<file path="src/rtl/fifo_pkg.sv">
// +----------------------------------------------------------------------------
// | fifo_pkg : default sizing constants and types for the synchronous FIFO
// | Rev 1.0
// +----------------------------------------------------------------------------
`default_nettype none

package fifo_pkg;

  localparam int FIFO_DATA_W = 8;
  localparam int FIFO_DEPTH  = 16;
  localparam int FIFO_ADDR_W = $clog2(FIFO_DEPTH);
  localparam int FIFO_CNT_W  = FIFO_ADDR_W + 1;

  typedef logic [FIFO_DATA_W-1:0] fifo_data_t;
  typedef logic [FIFO_ADDR_W-1:0] fifo_addr_t;
  typedef logic [FIFO_CNT_W-1:0]  fifo_cnt_t;

endpackage

`default_nettype wire

</file>
<file path="src/rtl/fifo_dpram.sv">
// +----------------------------------------------------------------------------
// | fifo_dpram : simple dual-port RAM, one write port, one registered read port
// | Rev 1.0
// +----------------------------------------------------------------------------
`default_nettype none

module fifo_dpram
  import fifo_pkg::*;
#(
  parameter  int DATA_WIDTH = FIFO_DATA_W,
  parameter  int DEPTH      = FIFO_DEPTH,
  localparam int ADDR_W     = $clog2(DEPTH)
) (
  input  logic                  clk,
  input  logic                  wr_en,
  input  logic [ADDR_W-1:0]     wr_addr,
  input  logic [DATA_WIDTH-1:0] wr_data,
  input  logic                  rd_en,
  input  logic [ADDR_W-1:0]     rd_addr,
  output logic [DATA_WIDTH-1:0] rd_data
);

  logic [DATA_WIDTH-1:0] mem [DEPTH];

  // No reset on storage or read register so this maps onto block RAM.
  always_ff @(posedge clk) begin
    if (wr_en) begin
      mem[wr_addr] <= wr_data;
    end
    if (rd_en) begin
      rd_data <= mem[rd_addr];
    end
  end

endmodule

`default_nettype wire

</file>
<file path="src/rtl/fifo_buffer.sv">
// +----------------------------------------------------------------------------
// | fifo_buffer : synchronous FIFO with count, full/empty/almost flags, rd_valid
// | Optional sticky overflow/underflow flags with macro FIFO_ERR_FLAGS_EN.
// | Rev 1.0
// +----------------------------------------------------------------------------
`default_nettype none

module fifo_buffer
  import fifo_pkg::*;
#(
  parameter  int DATA_WIDTH = FIFO_DATA_W,
  parameter  int DEPTH      = FIFO_DEPTH,
  parameter  int AF_LEVEL   = DEPTH - 2,
  parameter  int AE_LEVEL   = 2,
  localparam int ADDR_W     = $clog2(DEPTH),
  localparam int CNT_W      = ADDR_W + 1
) (
  input  logic                  clk,
  input  logic                  rst_n,
  input  logic                  push,
  input  logic [DATA_WIDTH-1:0] data_in,
  input  logic                  pop,
  output logic [DATA_WIDTH-1:0] data_out,
  output logic                  rd_valid,
  output logic                  full,
  output logic                  empty,
  output logic                  almost_full,
  output logic                  almost_empty,
  output logic [CNT_W-1:0]      count
`ifdef FIFO_ERR_FLAGS_EN
  ,
  input  logic                  err_clr,
  output logic                  overflow,
  output logic                  underflow
`endif
);

  logic [ADDR_W-1:0]     wr_ptr;
  logic [ADDR_W-1:0]     rd_ptr;
  logic [CNT_W-1:0]      count_nxt;
  logic                  push_ok;
  logic                  pop_ok;
  logic                  has_data;
  logic [DATA_WIDTH-1:0] ram_rd_data;

  assign push_ok = push & ~full;
  assign pop_ok  = pop & ~empty;

  always_comb begin
    count_nxt = count;
    if (push_ok && !pop_ok) begin
      count_nxt = count + 1'b1;
    end else if (!push_ok && pop_ok) begin
      count_nxt = count - 1'b1;
    end
  end

  fifo_dpram #(
    .DATA_WIDTH (DATA_WIDTH),
    .DEPTH      (DEPTH)
  ) u_ram (
    .clk     (clk),
    .wr_en   (push_ok & rst_n),
    .wr_addr (wr_ptr),
    .wr_data (data_in),
    .rd_en   (pop_ok & rst_n),
    .rd_addr (rd_ptr),
    .rd_data (ram_rd_data)
  );

  // The RAM read register has no reset, so data_out reads zero until the first pop.
  assign data_out = has_data ? ram_rd_data : '0;

  always_ff @(posedge clk) begin
    if (!rst_n) begin
      wr_ptr       <= '0;
      rd_ptr       <= '0;
      count        <= '0;
      rd_valid     <= 1'b0;
      has_data     <= 1'b0;
      full         <= 1'b0;
      empty        <= 1'b1;
      almost_full  <= 1'b0;
      almost_empty <= 1'b1;
    end else begin
      if (push_ok) begin
        wr_ptr <= wr_ptr + 1'b1;
      end
      if (pop_ok) begin
        rd_ptr   <= rd_ptr + 1'b1;
        has_data <= 1'b1;
      end
      rd_valid     <= pop_ok;
      count        <= count_nxt;
      full         <= (count_nxt == CNT_W'(DEPTH));
      empty        <= (count_nxt == '0);
      almost_full  <= (count_nxt >= CNT_W'(AF_LEVEL));
      almost_empty <= (count_nxt <= CNT_W'(AE_LEVEL));
    end
  end

`ifdef FIFO_ERR_FLAGS_EN
  logic overflow_set;
  logic underflow_set;

  assign overflow_set  = push & full & ~pop_ok;
  assign underflow_set = pop & empty;

  // Sticky; a new error in the same cycle as err_clr keeps the flag set.
  always_ff @(posedge clk) begin
    if (!rst_n) begin
      overflow  <= 1'b0;
      underflow <= 1'b0;
    end else begin
      if (overflow_set) begin
        overflow <= 1'b1;
      end else if (err_clr) begin
        overflow <= 1'b0;
      end
      if (underflow_set) begin
        underflow <= 1'b1;
      end else if (err_clr) begin
        underflow <= 1'b0;
      end
    end
  end
`endif

endmodule

`default_nettype wire
</file>
<file path="config.mk">
export PLATFORM = sky130hd
export DESIGN_NAME = fifo_buffer
export DESIGN_NICKNAME = d
export VERILOG_FILES = /design/src/rtl/fifo_pkg.sv /design/src/rtl/fifo_dpram.sv /design/src/rtl/fifo_buffer.sv
export SDC_FILE = /design/constraint.sdc
export NUM_CORES = 1
export LEC_CHECK = 0
export BUFFER_PORTS_ARGS = -buffer_cell sky130_fd_sc_hd__buf_2
export CORE_MARGIN = 4
export CORE_UTILIZATION = 35
export CTS_BUF_LIST = sky130_fd_sc_hd__clkbuf_16
export DETAILED_ROUTE_END_ITERATION = 10
export GPL_ROUTABILITY_DRIVEN = 0
export PLACE_DENSITY_LB_ADDON = 0.25
export SLEW_MARGIN = 15
export SYNTH_ARGS = -nofsm -noshare
export SYNTH_HDL_FRONTEND = slang
export SYNTH_HIERARCHICAL = 1
export SYNTH_SLANG_ARGS = --single-unit
export TNS_END_PERCENT = 100
</file>
<file path="constraint.sdc">
create_clock -name clk -period 2.2 [get_ports clk]
set_input_delay 0.33 -clock clk [delete_from_list [all_inputs] [get_ports clk]]
set_output_delay 0.33 -clock clk [all_outputs]
set_load 0.02 [all_outputs]
</file>
# --- Word level (Yosys, flattened, before mapping) ---
# Memory sizes are Yosys's and may differ from the RTL's. A register that Yosys moved wholly into a read port is not among the register bits.
# Cells that the tools add are included.
totals:
  regBits: 19
  latchBits: 0
  mem_bits_rw: 128
  rom_bits: 0
  inputBits: 12
  output_inout_bits: 18
  elab_cells: 33
  n_memories: 1
mem_list:
  columns: ["memory", "words", "width", "read_ports", "rd_ports_with_merged_regs", "write_ports", "line", "rtl"]
  rows:
  - ["u_ram.mem", 16, 8, 1, 1, 1, "fifo_dpram.sv:23", "logic [DATA_WIDTH-1:0] mem [DEPTH];"]
classes:
  addsub: 4
  mul: 0
  n_div: 0
  order_cmp: 2
  eq_ne: 1
  shift: 0
  mux: 5
  bitwise_logic: 6
  reduce_logical: 5
ops:
  columns: ["cell", "n"]
  rows:
  - ["$mux 5", 2]
  - ["$add 4x1->4 const B", 2]
  - ["$mux 8", 1]
  - ["$add 5x1->5 const B", 1]
  - ["$eq 5x5->1 const B", 1]
  - ["$ge 5x4->1 const B", 1]
  - ["$le 5x2->1 const B", 1]
  - ["$logic_not 5->1", 1]
  - ["$sub 5x1->5 const B", 1]
  - ["$and 1x1->1", 4]
  - ["$logic_and 1x1->1", 2]
  - ["$logic_not 1->1", 2]
  - ["$mux 1", 2]
  - ["$not 1->1", 2]

# --- Depth between registers and ports, before layout ---
depth:
  ltp_word: 7
  ltp_mapped: 6
  ltp_nobuf: 6

# --- Cells and area by module ---
# Netlist, hierarchy kept.
by_module_without_submodules:
  columns: ["mod", "n_inst", "cells_each", "area_each_um2"]
  rows:
  - ["fifo_dpram", 1, 229, 5227.5]
  - ["fifo_buffer", 1, 107, 927.1]

# --- Worst setup path after synthesis ---
# Ideal clock, no wire load.
synth_timing:
  path_type: "register to register"
  from: "reg full"
  to: "mem u_ram/mem[0][0] (netlist name) (enable)"
  arrival_time_ps: 1903
  required_time_ps: 1817
  setup_slack_ps: -86
  path_stages_with_launch: 5
  path_buffers: 0
  synth_period_minus_slack_ps: 2286
  path_cell_list: "dfxtp_1 > nand2b_1 > nor2_1 > or3b_2 > nor3_1"
synth_via:
  elab_chain_len: 5
synth_rtl:
  columns: ["item", "line", "rtl"]
  rows:
  - ["start, declared", "fifo_buffer.sv:25", "output logic full,"]
  - ["start signal, assigned", "fifo_buffer.sv:95", "full <= (count_nxt == CNT_W'(DEPTH));"]
  - ["$not 1->1", "fifo_buffer.sv:46", "assign push_ok = push & ~full;"]
  - ["$and 1x1->1", "fifo_buffer.sv:46", null]
  - ["$and 1x1->1", "fifo_buffer.sv:63", ".wr_en (push_ok & rst_n),"]
  - ["$mux 1", "fifo_dpram.sv:27", "if (wr_en) begin"]
  - ["$mux 1 (not written as such)", "fifo_dpram.sv:28", "mem[wr_addr] <= wr_data;"]
  - ["end, declared", "fifo_dpram.sv:23", null]
# No other way between the ends.

# --- Worst setup path after layout ---
layout_timing:
  from: "reg count[0]"
  to: "reg empty"
layout_via:
  elab_chain_len: 4
layout_rtl:
  columns: ["item", "line", "rtl"]
  rows:
  - ["start, declared", "fifo_buffer.sv:29", "output logic [CNT_W-1:0] count"]
  - ["start signal, assigned", "fifo_buffer.sv:94", "count <= count_nxt;"]
  - ["$sub 5x1->5", "fifo_buffer.sv:54", "count_nxt = count - 1'b1;"]
  - ["$mux 5", "fifo_buffer.sv:53", "end else if (!push_ok && pop_ok) begin"]
  - ["$mux 5 *", "fifo_buffer.sv:51", "if (push_ok && !pop_ok) begin"]
  - ["$logic_not 5->1 *", "fifo_buffer.sv:96", "empty <= (count_nxt == '0);"]
  - ["end signal, assigned", "fifo_buffer.sv:96", null]
  - ["end, declared", "fifo_buffer.sv:26", "output logic empty,"]
# Every way passes the cells marked *; elsewhere a longest branch is shown, timed or not.
# A chain may end at the register's enable or synchronous reset.

==> qor.yml <==
cts:
  cts.repair.resized: 0
  numCtsBuffers: 17
  cts-root-buf: "clkbuf_16"
  clk_latency_ns: 0.42
  htreeDepth: 4
  cts_num_sinks: 155
  cts_tree: "done"
  postCtsHoldBufs: 0
  clk_pin_slew_ns: 0.06
  cts_buffer_depth: 2
  postCtsSetupBuffers: 0
synth:
  synth_fp_nets: 352
  synth.top_cell.area_share_pct: 66.4
  synth_seq_cells: 155
  synthFlopType: "edfxtp_1"
  ys_seq_area_share_pct: 72.5
  syn_area_um2: 6150
  syn_inst: 336
  post_synth_main_area_contributors: "edfxtp_1, mux4_2, dfxtp_1, mux4_1, a22oi_1"
  synth.distinct_cells: 38
  synth_edf_count: 136
  synth_warnings: 6
  netlist.top_cell.by_area: "edfxtp_1"
  async_flop_share_pct: 0
  syn_area_per_cell_um2: 18.3
min_path:
  hold_path_startpoint: "rst_n"
  hold_class: "input port to flip-flop"
  min_path_cells: 2
  min_to: "almost_empty"
detailed_routing:
  ant_nets: 0
  drt_iter0_markers: 265
  avgRoutedWirePerCell_um: 20.5
  drt-total-wl_mm: 13.0
  drtPass1Iterations: 5
  drcViolationCount: 0
  routed_via_density: 5.06
  vias: 3211
grt:
  grt_overflow: 0
  grt_pass1_vias: 3292
  grt_first_pass_wirelength_mm: 20.0
  grt_max_degree: 36
  grt_antenna_before_repair: 0
  grt_usage_pct: 13.8
status:
  run_status: "complete, no violations"
timing:
  fin_crit_sh_pct: 92.9
  fin_worst_skew_ns: 0.00548
  fmax_ghz: 0.489
  worst_pin_slew_ns: 0.775
  setup_violations: 0
  period_needed_ns: 2.04
  rsz0062_at_grt: "no"
  final_max_slew_viol_count: 0
  relSlewSlack_pct: 48.2
  hold_viol_final: 0
  setup_slack_ns: 0.157
  fin_tns_setup_ns: 0
placed_design:
  placed_cell_area_um2: 6690
  place_ws_ns: 0.240
  place_inst: 602
  io_buffers: 29
  hpwl_mm: 8.34
power:
  internal-power_w: 0.00524
  pwr-share-seq_pct: 48.8
  leakagePower_nw: 2.47
  irDropWorstVdd_uv: 503
  power.density_nw_per_um2: 943
  combPwrFrac_pct: 10.7
  p_sw_w: 0.00160
  swShare_pct: 23.3
  pwr-share-clk_pct: 40.5
die:
  rows: 48
  core_um2: 17200
  start_util_pct: 35.7
  die-area_um2: 19800
  dieWidth_um: 141
  io_pins: 30
  die_h_um: 141
worst_setup_path:
  criticalPathCategory: "flip-flop to flip-flop"
  start_kind: "flip-flop"
  critPathRequiredTime_ns: 2.49
  r2r_setup_slack_ns: 0.16
  r2r_end: "empty"
  crit_arrival_ns: 2.34
  r2r_cells: 6
  r2r-start: "count[0]"
  worst_setup_path_end_kind: "flip-flop"
  worst-path-max-fanout: 9
layout:
  stdcell_area_um2: 7250
  regArea_um2: 4470
  drive_above_1_share_pct: 26.2
  area_growth_syn_to_layout_pct: 17.8
  layout.nets: 412
  multiInputGateArea_um2: 1580
  fin_util_pct: 42.1
  instances_no_fill: 634
  fill_cells: 1510
  diodes: 0
flow_run:
  drv_cap: 0
## logic make-up (layout without fill, tap and decap cells)
family | Yosys count | after routing | synth area share, %
adder cells (fa/ha/maj) | 4 | 4 | 0.813
XOR/XNOR | 8 | 8 | 1.14
buffers and inverters | 16 | 89 | 1.91
flip-flops | 155 | 155 | 72.5
AO/OA/AOI/OAI | 32 | 32 | 3.84
AND/OR/NAND/NOR | 89 | 89 | 7.20
multiplexers | 32 | 32 | 12.6
## state kept, by name, summed over array words and instances (netlist names)
register / count
almost_empty: 1
almost_full: 1
count: 5
empty: 1
full: 1
has_data: 1
rd_ptr: 4
rd_valid: 1
u_ram/mem: 128
u_ram/rd_data: 8
wr_ptr: 4
## synthesized netlist by cell type (3+ instances only)
master           instances
edfxtp_1               136
xnor2_1                  3
buf_6                    4
nor2b_1                  3
a22oi_1                 17
xor2_1                   5
nand3_1                  4
nand2_1                 19
nor3_1                   7
and2_1                  11
a21oi_1                  6
mux4_2                  18
clkdlybuf4s25_2          3
ha_1                     4
inv_1                    3
dfxtp_1                 19
mux4_1                  14
nor2_1                  28
buf_2                    4
nand2b_1                 3
## final cells by class
cell class / instances / area share [%]
multi-input cells: 165 / 21.8
flip-flops and latches: 155 / 61.6
well taps: 225 / 3.88
clock buffers: 17 / 5.87
clock inverters: 15 / 1.85
inverters: 3 / 0.155
repair buffers: 54 / 4.93
## layout by cell type (no fill, tap or decap), types with 3 or more instances in the layout
cell type and instances:
buf_4 23, nor2_1 28, clkinv_2 5, mux4_1 14
nand2b_1 3, nand3_1 4, nand2_1 19, and2_1 11
nor2b_1 3, xor2_1 5, edfxtp_1 136, nor3_1 6
a22oi_1 17, ha_1 4, xnor2_1 3, buf_2 29
mux4_2 18, a21oi_1 6, clkbuf_16 17, inv_1 5
dfxtp_1 18
## power groups by stage
stage,Clock (W),Sequential (W),Combinational (W)
after global placement,0,0.00340,0.000729
final,0.00277,0.00334,0.000733
after CTS,0.00282,0.00334,0.000741
after floorplan,0,0.00343,0.000473
after global routing,0.00296,0.00335,0.000796
after detailed placement,0,0.00340,0.000738
## stage by stage
step,hold WS [ns],total power [W]
6_report,0.128,0.00684
3_3_place_gp,0.552,0.00413
2_1_floorplan,0.386,0.00390
3_5_place_dp,0.552,0.00414
5_1_grt,0.128,0.00711
4_1_cts,0.116,0.00690
## worst max-delay path, cell delays in order, from the launching register on
cell and delay (ns):
dfxtp_1 0.48, inv_1 0.10, ha_1 0.24, and4_4 0.16, or3_1 0.36, and2_4 0.18
o41ai_2 0.40
## worst max-delay path by stage
stage,from,end
2_1_floorplan,full,u_ram/mem[2][0]
3_3_place_gp,count[0],empty
3_5_place_dp,count[0],empty
4_1_cts,count[0],empty
5_1_grt,count[0],empty
6_report,count[0],empty
## routing by layer
layer | vias to the layer above | global-route usage [%] | share of wire, %
met3 | 17 | 3.39 | 5.4
met2 | 94 | 21.3 | 47
li1 | 1471 | - | -
met4 | 0 | 4.90 | 1.4
met5 | - | 0 | 0
met1 | 1629 | 19.3 | 46
(Power assumes the default switching activity.)
